==> config.mk <==
export PLATFORM = sky130hd
export DESIGN_NAME = pid_multichannel_ctrl
export DESIGN_NICKNAME = d
export VERILOG_FILES = /design/src/rtl/motor_control_pkg.sv /design/src/rtl/control_tick_gen.sv /design/src/rtl/pid_multichannel_ctrl.sv
export SDC_FILE = /design/constraint.sdc
export NUM_CORES = 2
export LEC_CHECK = 0
export CAP_MARGIN = 30
export CORE_AREA = 3 3 355 357
export CTS_CLUSTER_SIZE = 10
export DETAILED_ROUTE_END_ITERATION = 7
export DIE_AREA = 0 0 358 360
export PLACE_DENSITY = 0.81
export SLEW_MARGIN = 20
export SYNTH_ARGS = -nofsm -noshare
export SYNTH_HDL_FRONTEND = slang
export SYNTH_SLANG_ARGS = --single-unit
==> constraint.sdc <==
create_clock -name CLK -period 23.6 [get_ports CLK]
set_input_delay 2.36 -clock CLK [delete_from_list [all_inputs] [get_ports CLK]]
set_output_delay 2.36 -clock CLK [all_outputs]
set_load 0.02 [all_outputs]
==> src/rtl/motor_control_pkg.sv <==
// Shared definitions for the multichannel PID controller: modes, scan states, saturation helpers.
package motor_control_pkg;

   localparam logic [7:0] MODE_OFF      = 8'd0;
   localparam logic [7:0] MODE_POSITION = 8'd1;
   localparam logic [7:0] MODE_VELOCITY = 8'd2;
   localparam logic [7:0] MODE_DIRECT   = 8'd3;

   typedef enum logic [3:0] {
      ST_IDLE, ST_LOAD, ST_ERR, ST_MUL_P, ST_MUL_I, ST_MUL_D, ST_SUM, ST_WRITE, ST_DONE
   } state_e;

   // Wide signed container; every intermediate of a WIDTH<=31 datapath fits without loss.
   typedef logic signed [63:0] calc_t;

   function automatic calc_t sat_w(input calc_t v, input int w);
      calc_t hi;
      calc_t lo;
      hi = (64'sd1 <<< (w - 1)) - 64'sd1;
      lo = -hi - 64'sd1;
      if (v > hi)      sat_w = hi;
      else if (v < lo) sat_w = lo;
      else             sat_w = v;
   endfunction

   function automatic calc_t clamp_lim(input calc_t v, input calc_t lim);
      if (v > lim)       clamp_lim = lim;
      else if (v < -lim) clamp_lim = -lim;
      else               clamp_lim = v;
   endfunction

   function automatic logic is_pid(input logic [7:0] m);
      is_pid = (m == MODE_POSITION) || (m == MODE_VELOCITY);
   endfunction

   function automatic logic is_off(input logic [7:0] m);
      is_off = (m == MODE_OFF) || ((m != MODE_DIRECT) && !is_pid(m));
   endfunction

endpackage

==> src/rtl/control_tick_gen.sv <==
// Free-running divider producing the one-cycle control tick on each counter wrap.
module control_tick_gen #(
   parameter int TICK_DIV = 16000
) (
   input  logic CLK,
   input  logic reset_n,
   output logic tick_o
);
   localparam int CW = (TICK_DIV > 1) ? $clog2(TICK_DIV) : 1;

   logic [CW-1:0] cnt_q, cnt_d;

   assign tick_o = (cnt_q == CW'(TICK_DIV - 1));
   assign cnt_d  = tick_o ? '0 : cnt_q + CW'(1);

   always_ff @(posedge CLK or negedge reset_n) begin
      if (!reset_n) cnt_q <= '0;
      else          cnt_q <= cnt_d;
   end

endmodule

==> src/rtl/pid_multichannel_ctrl.sv <==
// Time-multiplexed PID controller: one shared signed multiplier walks every channel once per tick.
module pid_multichannel_ctrl
   import motor_control_pkg::*;
#(
   parameter int N_CH       = 4,
   parameter int WIDTH      = 24,
   parameter int CLOCK_FREQ = 16_000_000,
   parameter int CTRL_FREQ  = 1000,
   parameter int ERR_SHIFT  = 4
) (
   input  logic                    CLK,
   input  logic                    reset_n,
   input  logic [N_CH*WIDTH-1:0]   setpoint,
   input  logic [N_CH*WIDTH-1:0]   state,
   input  logic [N_CH*WIDTH-1:0]   Kp,
   input  logic [N_CH*WIDTH-1:0]   Ki,
   input  logic [N_CH*WIDTH-1:0]   Kd,
   input  logic [N_CH*WIDTH-1:0]   PWMLimit,
   input  logic [N_CH*WIDTH-1:0]   IntegralLimit,
   input  logic [N_CH*WIDTH-1:0]   deadband,
   input  logic [N_CH*8-1:0]       control_mode,
   output logic [N_CH*WIDTH-1:0]   duty,
   output logic                    update_done,
   output logic                    overrun
);
   localparam int TICK_DIV = CLOCK_FREQ / CTRL_FREQ;
   localparam int CH_W     = (N_CH > 1) ? $clog2(N_CH) : 1;
   localparam int PW       = 2 * WIDTH;
   localparam int ACC_W    = 2 * WIDTH + 2;

   logic tick;
   control_tick_gen #(.TICK_DIV(TICK_DIV)) u_tick (.CLK(CLK), .reset_n(reset_n), .tick_o(tick));

   state_e state_q, state_d;
   logic [CH_W-1:0] ch_q;
   logic last_ch;
   assign last_ch = (ch_q == CH_W'(N_CH - 1));

   always_comb begin
      state_d = state_q;
      case (state_q)
         ST_IDLE:  if (tick) state_d = ST_LOAD;
         ST_LOAD:  state_d = ST_ERR;
         ST_ERR:   state_d = ST_MUL_P;
         ST_MUL_P: state_d = ST_MUL_I;
         ST_MUL_I: state_d = ST_MUL_D;
         ST_MUL_D: state_d = ST_SUM;
         ST_SUM:   state_d = ST_WRITE;
         ST_WRITE: state_d = last_ch ? ST_DONE : ST_LOAD;
         ST_DONE:  state_d = ST_IDLE;
         default:  state_d = ST_IDLE;
      endcase
   end

   always_ff @(posedge CLK or negedge reset_n) begin
      if (!reset_n) state_q <= ST_IDLE;
      else          state_q <= state_d;
   end

   // Per-channel working copy captured at LOAD
   logic signed [WIDTH-1:0] sp_q, st_q, kp_q, ki_q, kd_q, pl_q, il_q, db_q;
   logic [7:0]              mode_q;
   logic signed [WIDTH-1:0] int_cur_q, ep_cur_q, err_q, int_new_q, deriv_q, dnew_q;
   logic                    fresh_q;
   logic signed [ACC_W-1:0] acc_q;

   logic signed [WIDTH-1:0] integ_q [N_CH];
   logic signed [WIDTH-1:0] eprev_q [N_CH];
   logic [7:0]              pmode_q [N_CH];
   logic [N_CH*WIDTH-1:0]   duty_q;
   logic                    done_q, ovr_q;

   logic [7:0] mode_in;
   logic       keep_in;
   assign mode_in = control_mode[int'(ch_q)*8 +: 8];
   assign keep_in = is_pid(mode_in) && (mode_in == pmode_q[ch_q]);

   logic signed [WIDTH:0] e_raw;
   calc_t err_c, int_new_c, deriv_c, sum_c, abs_c, dnew_c;
   assign e_raw = {sp_q[WIDTH-1], sp_q} - {st_q[WIDTH-1], st_q};

   always_comb begin
      err_c     = sat_w(calc_t'(e_raw) >>> ERR_SHIFT, WIDTH);
      int_new_c = clamp_lim(calc_t'(int_cur_q) + calc_t'(err_q), calc_t'(il_q));
      // A freshly (re)entered PID mode has no valid history, so the D term starts at zero.
      deriv_c   = fresh_q ? '0 : sat_w(calc_t'(err_q) - calc_t'(ep_cur_q), WIDTH);
      sum_c     = calc_t'(acc_q);
      abs_c     = (sum_c < 0) ? -sum_c : sum_c;
      dnew_c    = '0;
      if (is_pid(mode_q))
         dnew_c = (abs_c <= calc_t'(db_q)) ? '0 : clamp_lim(sum_c, calc_t'(pl_q));
      else if (mode_q == MODE_DIRECT)
         dnew_c = clamp_lim(calc_t'(sp_q), calc_t'(pl_q));
      else if (is_off(mode_q))
         dnew_c = '0;
   end

   // Single shared multiplier, operands steered by scan phase
   logic signed [WIDTH-1:0] mul_a, mul_b;
   logic signed [PW-1:0]    a_ext, b_ext, prod;
   always_comb begin
      mul_a = kp_q;
      mul_b = err_q;
      case (state_q)
         ST_MUL_I: begin mul_a = ki_q; mul_b = int_new_q; end
         ST_MUL_D: begin mul_a = kd_q; mul_b = deriv_q;   end
         default:  ;
      endcase
   end
   assign a_ext = {{WIDTH{mul_a[WIDTH-1]}}, mul_a};
   assign b_ext = {{WIDTH{mul_b[WIDTH-1]}}, mul_b};
   assign prod  = a_ext * b_ext;

   logic signed [ACC_W-1:0] prod_ext;
   assign prod_ext = {{2{prod[PW-1]}}, prod};

   always_ff @(posedge CLK or negedge reset_n) begin
      if (!reset_n) begin
         ch_q <= '0;
         {sp_q, st_q, kp_q, ki_q, kd_q, pl_q, il_q, db_q} <= '0;
         mode_q <= '0;
         {int_cur_q, ep_cur_q, err_q, int_new_q, deriv_q, dnew_q} <= '0;
         fresh_q <= 1'b0;
         acc_q   <= '0;
         duty_q  <= '0;
         done_q  <= 1'b0;
         ovr_q   <= 1'b0;
         for (int i = 0; i < N_CH; i++) begin
            integ_q[i] <= '0;
            eprev_q[i] <= '0;
            pmode_q[i] <= '0;
         end
      end else begin
         done_q <= (state_q == ST_WRITE) && last_ch;
         if (tick && (state_q != ST_IDLE)) ovr_q <= 1'b1;
         case (state_q)
            ST_LOAD: begin
               sp_q      <= setpoint[int'(ch_q)*WIDTH +: WIDTH];
               st_q      <= state[int'(ch_q)*WIDTH +: WIDTH];
               kp_q      <= Kp[int'(ch_q)*WIDTH +: WIDTH];
               ki_q      <= Ki[int'(ch_q)*WIDTH +: WIDTH];
               kd_q      <= Kd[int'(ch_q)*WIDTH +: WIDTH];
               pl_q      <= PWMLimit[int'(ch_q)*WIDTH +: WIDTH];
               il_q      <= IntegralLimit[int'(ch_q)*WIDTH +: WIDTH];
               db_q      <= deadband[int'(ch_q)*WIDTH +: WIDTH];
               mode_q    <= mode_in;
               fresh_q   <= !keep_in;
               int_cur_q <= keep_in ? integ_q[ch_q] : '0;
               ep_cur_q  <= keep_in ? eprev_q[ch_q] : '0;
            end
            ST_ERR:   err_q <= err_c[WIDTH-1:0];
            ST_MUL_P: begin
               acc_q     <= prod_ext;
               int_new_q <= int_new_c[WIDTH-1:0];
               deriv_q   <= deriv_c[WIDTH-1:0];
            end
            ST_MUL_I, ST_MUL_D: acc_q <= acc_q + prod_ext;
            ST_SUM:   dnew_q <= dnew_c[WIDTH-1:0];
            ST_WRITE: begin
               duty_q[int'(ch_q)*WIDTH +: WIDTH] <= dnew_q;
               integ_q[ch_q] <= is_pid(mode_q) ? int_new_q : '0;
               eprev_q[ch_q] <= is_pid(mode_q) ? err_q : '0;
               pmode_q[ch_q] <= mode_q;
               ch_q          <= last_ch ? '0 : ch_q + CH_W'(1);
            end
            default: ;
         endcase
      end
   end

   assign duty        = duty_q;
   assign update_done = done_q;
   assign overrun     = ovr_q;

endmodule
=== Word-level counts from Yosys, hierarchy flattened ===
Index checks and enable logic that the tools add are counted.

* Flip-flop bits (word level): 737
* Bits of input ports: 802
* Logic and storage cells: 144

* $add $sub $neg: 10
* $mul: 2
* Order comparisons: 14
* Equal/unequal tests: 16
* Shift operators: 11
* Muxes and demuxes: 44
* Bitwise logic cells: 1
* Reduce and logical (&&, ||, !) cells: 11

{| class="wikitable"
|+ Operator list
! cell !! count
|-
| $shiftx A96 B32 Y24 || 8
|-
| $mux W24 || 23
|-
| $bwmux W96 || 3
|-
| $neg A24 Y64 || 2
|-
| $pmux W50 S2 || 1
|-
| $bmux W24 S2 || 2
|-
| $pmux W24 S2 || 2
|-
| $shift A24 B33 Y96 const A || 1
|-
| $shiftx A24 B33 Y96 || 1
|-
| $le A64 B24 Y1 || 1
|-
| $lt A24 B64 Y1 || 1
|-
| $lt A25 B64 Y1 || 1
|-
| $lt A50 B64 Y1 || 1
|-
| $mux W64 || 1
|-
| $neg A50 Y64 || 1
|-
| $add A50 B48 Y50 || 1
|-
| $gt A50 B24 Y1 || 1
|-
| $lt A50 B1 Y1 const B || 1
|-
| $sub A24 B24 Y25 || 2
|-
| $demux W24 S2 || 1
|-
| $mul A24 B24 Y48 || 1
|-
| $neg A7 Y33 || 1
|-
| $bwmux W32 || 1
|-
| $pmux W4 S8 || 1
|-
| 36 further kinds || 50
|}

=== Longest topological paths before layout ===
* Word-level depth: 7
* Gate-level depth with buffers: 44
* Gate-level depth less buffers: 40

=== Cells and area by module ===
From an unflattened synthesis, not the netlist that was laid out.

* Cells, all modules: 8034
* Area, all modules: 73407.9 sq um

{| class="wikitable"
|+ Modules (own cells, without submodules)
! module !! instances !! cells an instance !! area an instance (sq um) !! seq. area each (sq um)
|-
| pid_multichannel_ctrl || 1 || 7966 || 72693.5 || 17792.1
|-
| control_tick_gen || 1 || 68 || 714.4 || 350.3
|}

=== Worst setup path after synthesis ===
No wires, ideal clock.

* Path type: reg-to-reg
* Start point: register state_q[3]
* End point: register acc_q[46]
* Arrival: 10.119 ns
* Setup slack: 13.387 ns
* Stages on the path, launching flop included: 41
* Period minus slack after synthesis: 10.213 ns
* Path through: dfrtp_1 > clkbuf_1 > nand2b_1 > or2_2 > clkbuf_1 > clkbuf_1 > nor2_1 > a21oi_1 > clkbuf_1 > nor2_1 > fa_1 > fa_1 > inv_1 > fa_1 > inv_1 > fa_1 > fa_1 > fa_1 > (+5 left out) > o211ai_1 > o32a_1 > a31o_1 > a21o_1 > a21o_1 > a21oi_1 > xnor2_1 > ha_1 > a21o_1 > o21bai_1 > a21o_1 > a21o_1 > a21o_1 > a21oi_1 > o41ai_1 > xor2_1 > nor2_1 > a211oi_1

* Longest elaborated chain between the ends: 5

{| class="wikitable"
|+ Ends and longest elaborated chain
! element !! line !! text
|-
| from (decl) || pid_multichannel_ctrl.sv:34 || <nowiki>state_e state_q, state_d;</nowiki>
|-
| from (signal assigned) || pid_multichannel_ctrl.sv:57 || <nowiki>else state_q <= state_d;</nowiki>
|-
| $eq A4 B3 Y1 || pid_multichannel_ctrl.sv:104, pid_multichannel_ctrl.sv:136 ||
|-
| $pmux W24 S2 || pid_multichannel_ctrl.sv:104 || <nowiki>case (state_q)</nowiki>
|-
| $mul A24 B24 Y48 || pid_multichannel_ctrl.sv:112 || <nowiki>assign prod = a_ext * b_ext;</nowiki>
|-
| $add A50 B48 Y50 || pid_multichannel_ctrl.sv:157 || <nowiki>ST_MUL_I, ST_MUL_D: acc_q <= acc_q + prod_ext;</nowiki>
|-
| $pmux W50 S2 || pid_multichannel_ctrl.sv:136 || <nowiki>case (state_q)</nowiki>
|-
| to (signal assigned) || pid_multichannel_ctrl.sv:153 || <nowiki>acc_q <= prod_ext;</nowiki>
|-
| to (signal assigned) || pid_multichannel_ctrl.sv:157 ||
|-
| to (decl) || pid_multichannel_ctrl.sv:65 || <nowiki>logic signed [ACC_W-1:0] acc_q;</nowiki>
|}

Several ways; a longest one is shown, not always the timed one.
A chain may end at the register's enable or synchronous reset.

=== Final worst setup path ===
* Start point: register state_q[0]
* End point: register acc_q[49]

The elaborated chain is that of the path after synthesis.

==> results.md <==
- Status: complete, but fails checks
- Failing checks: DRC
- Fmax: 84.44 MHz
- Layout cells sized above 1: 0.07183
- Main flop type after synthesis: dfrtp_1
- Post-CTS Setup Inserts: 0
- Vias in the first global route: 66.45k
- Leakage: 0.04189 µW
- Maxcap violations: 0
- Slew @ Worst Pin: 1074 ps
- Hold WS: 458.1 ps
- Post-CTS sizing: 0
- Total iterations of the first detailed-routing run: 8
- R2r worst-path depth: 34
- WP data required: 24180 ps
- Reg-to-reg startpoint: state_q[0]$_DFFE_PN0P_
- Asr flop ratio synth: 1.000
- Fin nets: 10.75k
- Critical Path Max Stage Delay: 730 ps
- Top cell by count, worst path: fa_1
- Distinct cell type count after synthesis: 83
- Worst Hold Depth: 1
- Initial Util: 0.5969
- Post-Syn Instances: 7997
- Worst EP arrival: 12420 ps
- Port bufs: 899
- Final Hold Vio Count: 0
- Root cell of the clock tree: clkbuf_16
- RR Endpoint: acc_q[49]$_DFFE_PN0P_
- Register bit total from synthesis: 725
- All-layer global routing usage: 0.3956
- Final Setup Violations: 0
- Fin crit period: 11840 ps
- Vias per Instance: 6.307
- Area delta synth->final: 18.51%
- Initial antenna violation count: 20
- WS Path Type: flop to flop
- Setup total negative slack: 0 ps
- Gpl congestion: 1.014
- Critical path's slowest cell: fa_1
- Number of synthesized flops with an enable pin: 0
- Die extent in x: 358 µm
- WL final: 256000 µm
- Routed Antenna Nets: 0
- CP Capture Type: flop
- Rel. slew slack: 0.2746
- Core footprint: 123300 µm²
- Hold path startpoint: u_tick.cnt_q[0]$_DFF_PN0_
- Num CTS Buffers: 88
- Worst Setup Start Kind: flop
- Fill cells: 9277
- Io pins: 900
- Post-synth top area share: 0.2465
- Fin crit share: 0.5018
- Clock transition at path regs: 60 ps
- FP Rows: 129
- Pwr/cell area: 31.84 nW/µm²
- Hold buffers post-CTS: 0
- Routed WL per cell: 24.62 µm
- WHS Endpoint: u_tick.cnt_q[0]$_DFF_PN0_
- RSZ-0062 raised after global routing: no
- Clock tree buffer depth: 3
- CTS tree: yes
- H-tree levels: 3
- Die ar.: 128900 µm²
- Total grt overflow: 0
- Synthesized area: 73610 µm²
- Crit-path max FO: 31
- Register area share after synthesis: 0.2465
- Initial DRC count: 6936
- VDD IR-drop max: 54.10 µV
- Top post-synthesis cells by area: dfrtp_1 (25%), fa_1 (17%), ha_1 (11%)
- Hold WC Path Type: flop to flop
- Mean Syn Cell Area: 9.204 µm²
- Pin count of the biggest net entering global routing: 161
- Global-route wire length before repair: 392400 µm
- Drt drc: 2
- Slew Viols, Final: 0
- Die outline height: 360 µm
- HPWL after detailed placement: 200900 µm
- R2R setup slack: 11760 ps
- Area leader, netlist: dfrtp_1
- Vias: 65.57k
- # clock sinks: 725
- Synth warn: 0
- Later-pin clock latency in the skew report: 700 ps
- Final Skew: 55.28 ps
## area by class of cell
cell class / count / area (µm²) / share of cell area
Multi-Input combinational cell: 5969 / 50750 / 0.5818
Sequential cell: 725 / 18150 / 0.2081
Timing Repair Buffer: 1021 / 10150 / 0.1164
Inverter: 900 / 3378 / 0.03873
Clock buffer: 114 / 2411 / 0.02764
Tap cell: 1637 / 2048 / 0.02348
Clock inverter: 14 / 292.8 / 0.003356
Antenna cell: 17 / 42.54 / 0.0004877
## cell usage in the layout (no fill, tap or decap), drive strengths merged, types with 17 or more instances in the layout
cell,instances
nand2,1320
inv,901
clkdlybuf4s50,898
dfrtp,725
ha,634
fa,610
nor2,558
o21ai,544
a21oi,299
mux4,249
a21o,218
xnor2,171
buf,123
clkbuf,114
mux2i,112
nand3,93
nand4,87
a22o,64
xor2,61
nor3,60
mux2,55
nand2b,55
o31ai,54
a211oi,49
o21a,44
and3,43
o22ai,40
a31oi,39
a221o,35
nor4,33
and2,33
nor2b,30
or3,29
o211ai,28
o21bai,28
or2,25
a22oi,23
diode,17
or4,17
## stage by stage
step	worst slack [ps]	utilization	area [µm²]	total power, µW	std cells
3_3_place_gp	12250	0.6823	84140	1472	10230
5_1_grt	11060	0.7072	87200	2841	10390
3_5_place_dp	11800	0.6835	84290	1475	10240
4_1_cts	11740	0.7055	86990	2782	10370
2_1_floorplan	13390	-	73660	1294	8010
6_report	11760	0.7074	87230	2778	10400
## metal layers
metal  wire [µm]  share of wire  GRT usage  vias to the layer above
met3       31840           0.12     0.1258                      736
met5          69        0.00027          0                        -
li1            -              -          -                    28760
met2      116200           0.45     0.6160                     3798
met1       95600           0.37     0.5127                    32270
met4       12320          0.048     0.1630                       10
## sequential cells by signal (all words and copies together), names as in the netlist, 22 cells and up
register and count:
db_q 24, int_cur_q 24, acc_q 50, kd_q 24
err_q 22, pl_q 24, deriv_q 24, ep_cur_q 22
duty 96, st_q 24, integ_q 96, eprev_q 88
ki_q 24, dnew_q 24, il_q 24, pmode_q 32
sp_q 24, kp_q 24, int_new_q 24
## report_power, final
part | switching, µW | internal (µW) | total (µW)
sequential | 0 | 1240 | 1240
clock | 563 | 758 | 1320
combinational | 72.3 | 141 | 213
total | 635 | 2140 | 2780
## Yosys cell counts (87+ instances only)
library cell,n
xnor2_1,171
mux2i_1,112
nand3_1,93
inv_1,898
nand2_1,1320
fa_1,610
nor2_1,558
dfrtp_1,725
o21ai_0,508
a21o_1,218
clkbuf_1,363
mux4_2,249
ha_1,634
a21oi_1,299
nand4_1,87
## kinds of logic after synthesis
group	share of synthesized area
XOR/XNOR	0.02761
other	0.00005095
buffers and inverters	0.06711
flip-flops	0.2465
multiplexers	0.09983
adder cells (fa/ha/maj)	0.2737
AO/OA/AOI/OAI	0.1423
AND/OR/NAND/NOR	0.1430
## critical path: cells and delay by family (launching register included)
kind | cells | cell delay (ps)
buffers and inverters | 7 | 1910
adders and majority gates | 9 | 4710
muxes | 1 | 700
AOI/OAI and AO/OA | 10 | 2720
and+or+nand+nor | 6 | 1120
xor gates and xnor gates | 1 | 180
DFF | 1 | 330
## worst max path at each step
| stage | start | endpoint | slack (ps) | cells after the start |
|---|---|---|---|---|
| detailed placement | state_q[0]$_DFFE_PN0P_ | acc_q[49]$_DFFE_PN0P_ | 11800 | 34 |
| finish | state_q[0]$_DFFE_PN0P_ | acc_q[49]$_DFFE_PN0P_ | 11760 | 34 |
| CTS | state_q[0]$_DFFE_PN0P_ | acc_q[49]$_DFFE_PN0P_ | 11740 | 34 |
| global route | state_q[0]$_DFFE_PN0P_ | acc_q[49]$_DFFE_PN0P_ | 11060 | 34 |
| floorplan | state_q[3]$_DFFE_PN0P_ | acc_q[46]$_DFFE_PN0P_ | 13390 | 40 |
| global placement | state_q[0]$_DFFE_PN0P_ | acc_q[46]$_DFFE_PN0P_ | 12250 | 38 |
(Power assumes the default switching activity.)
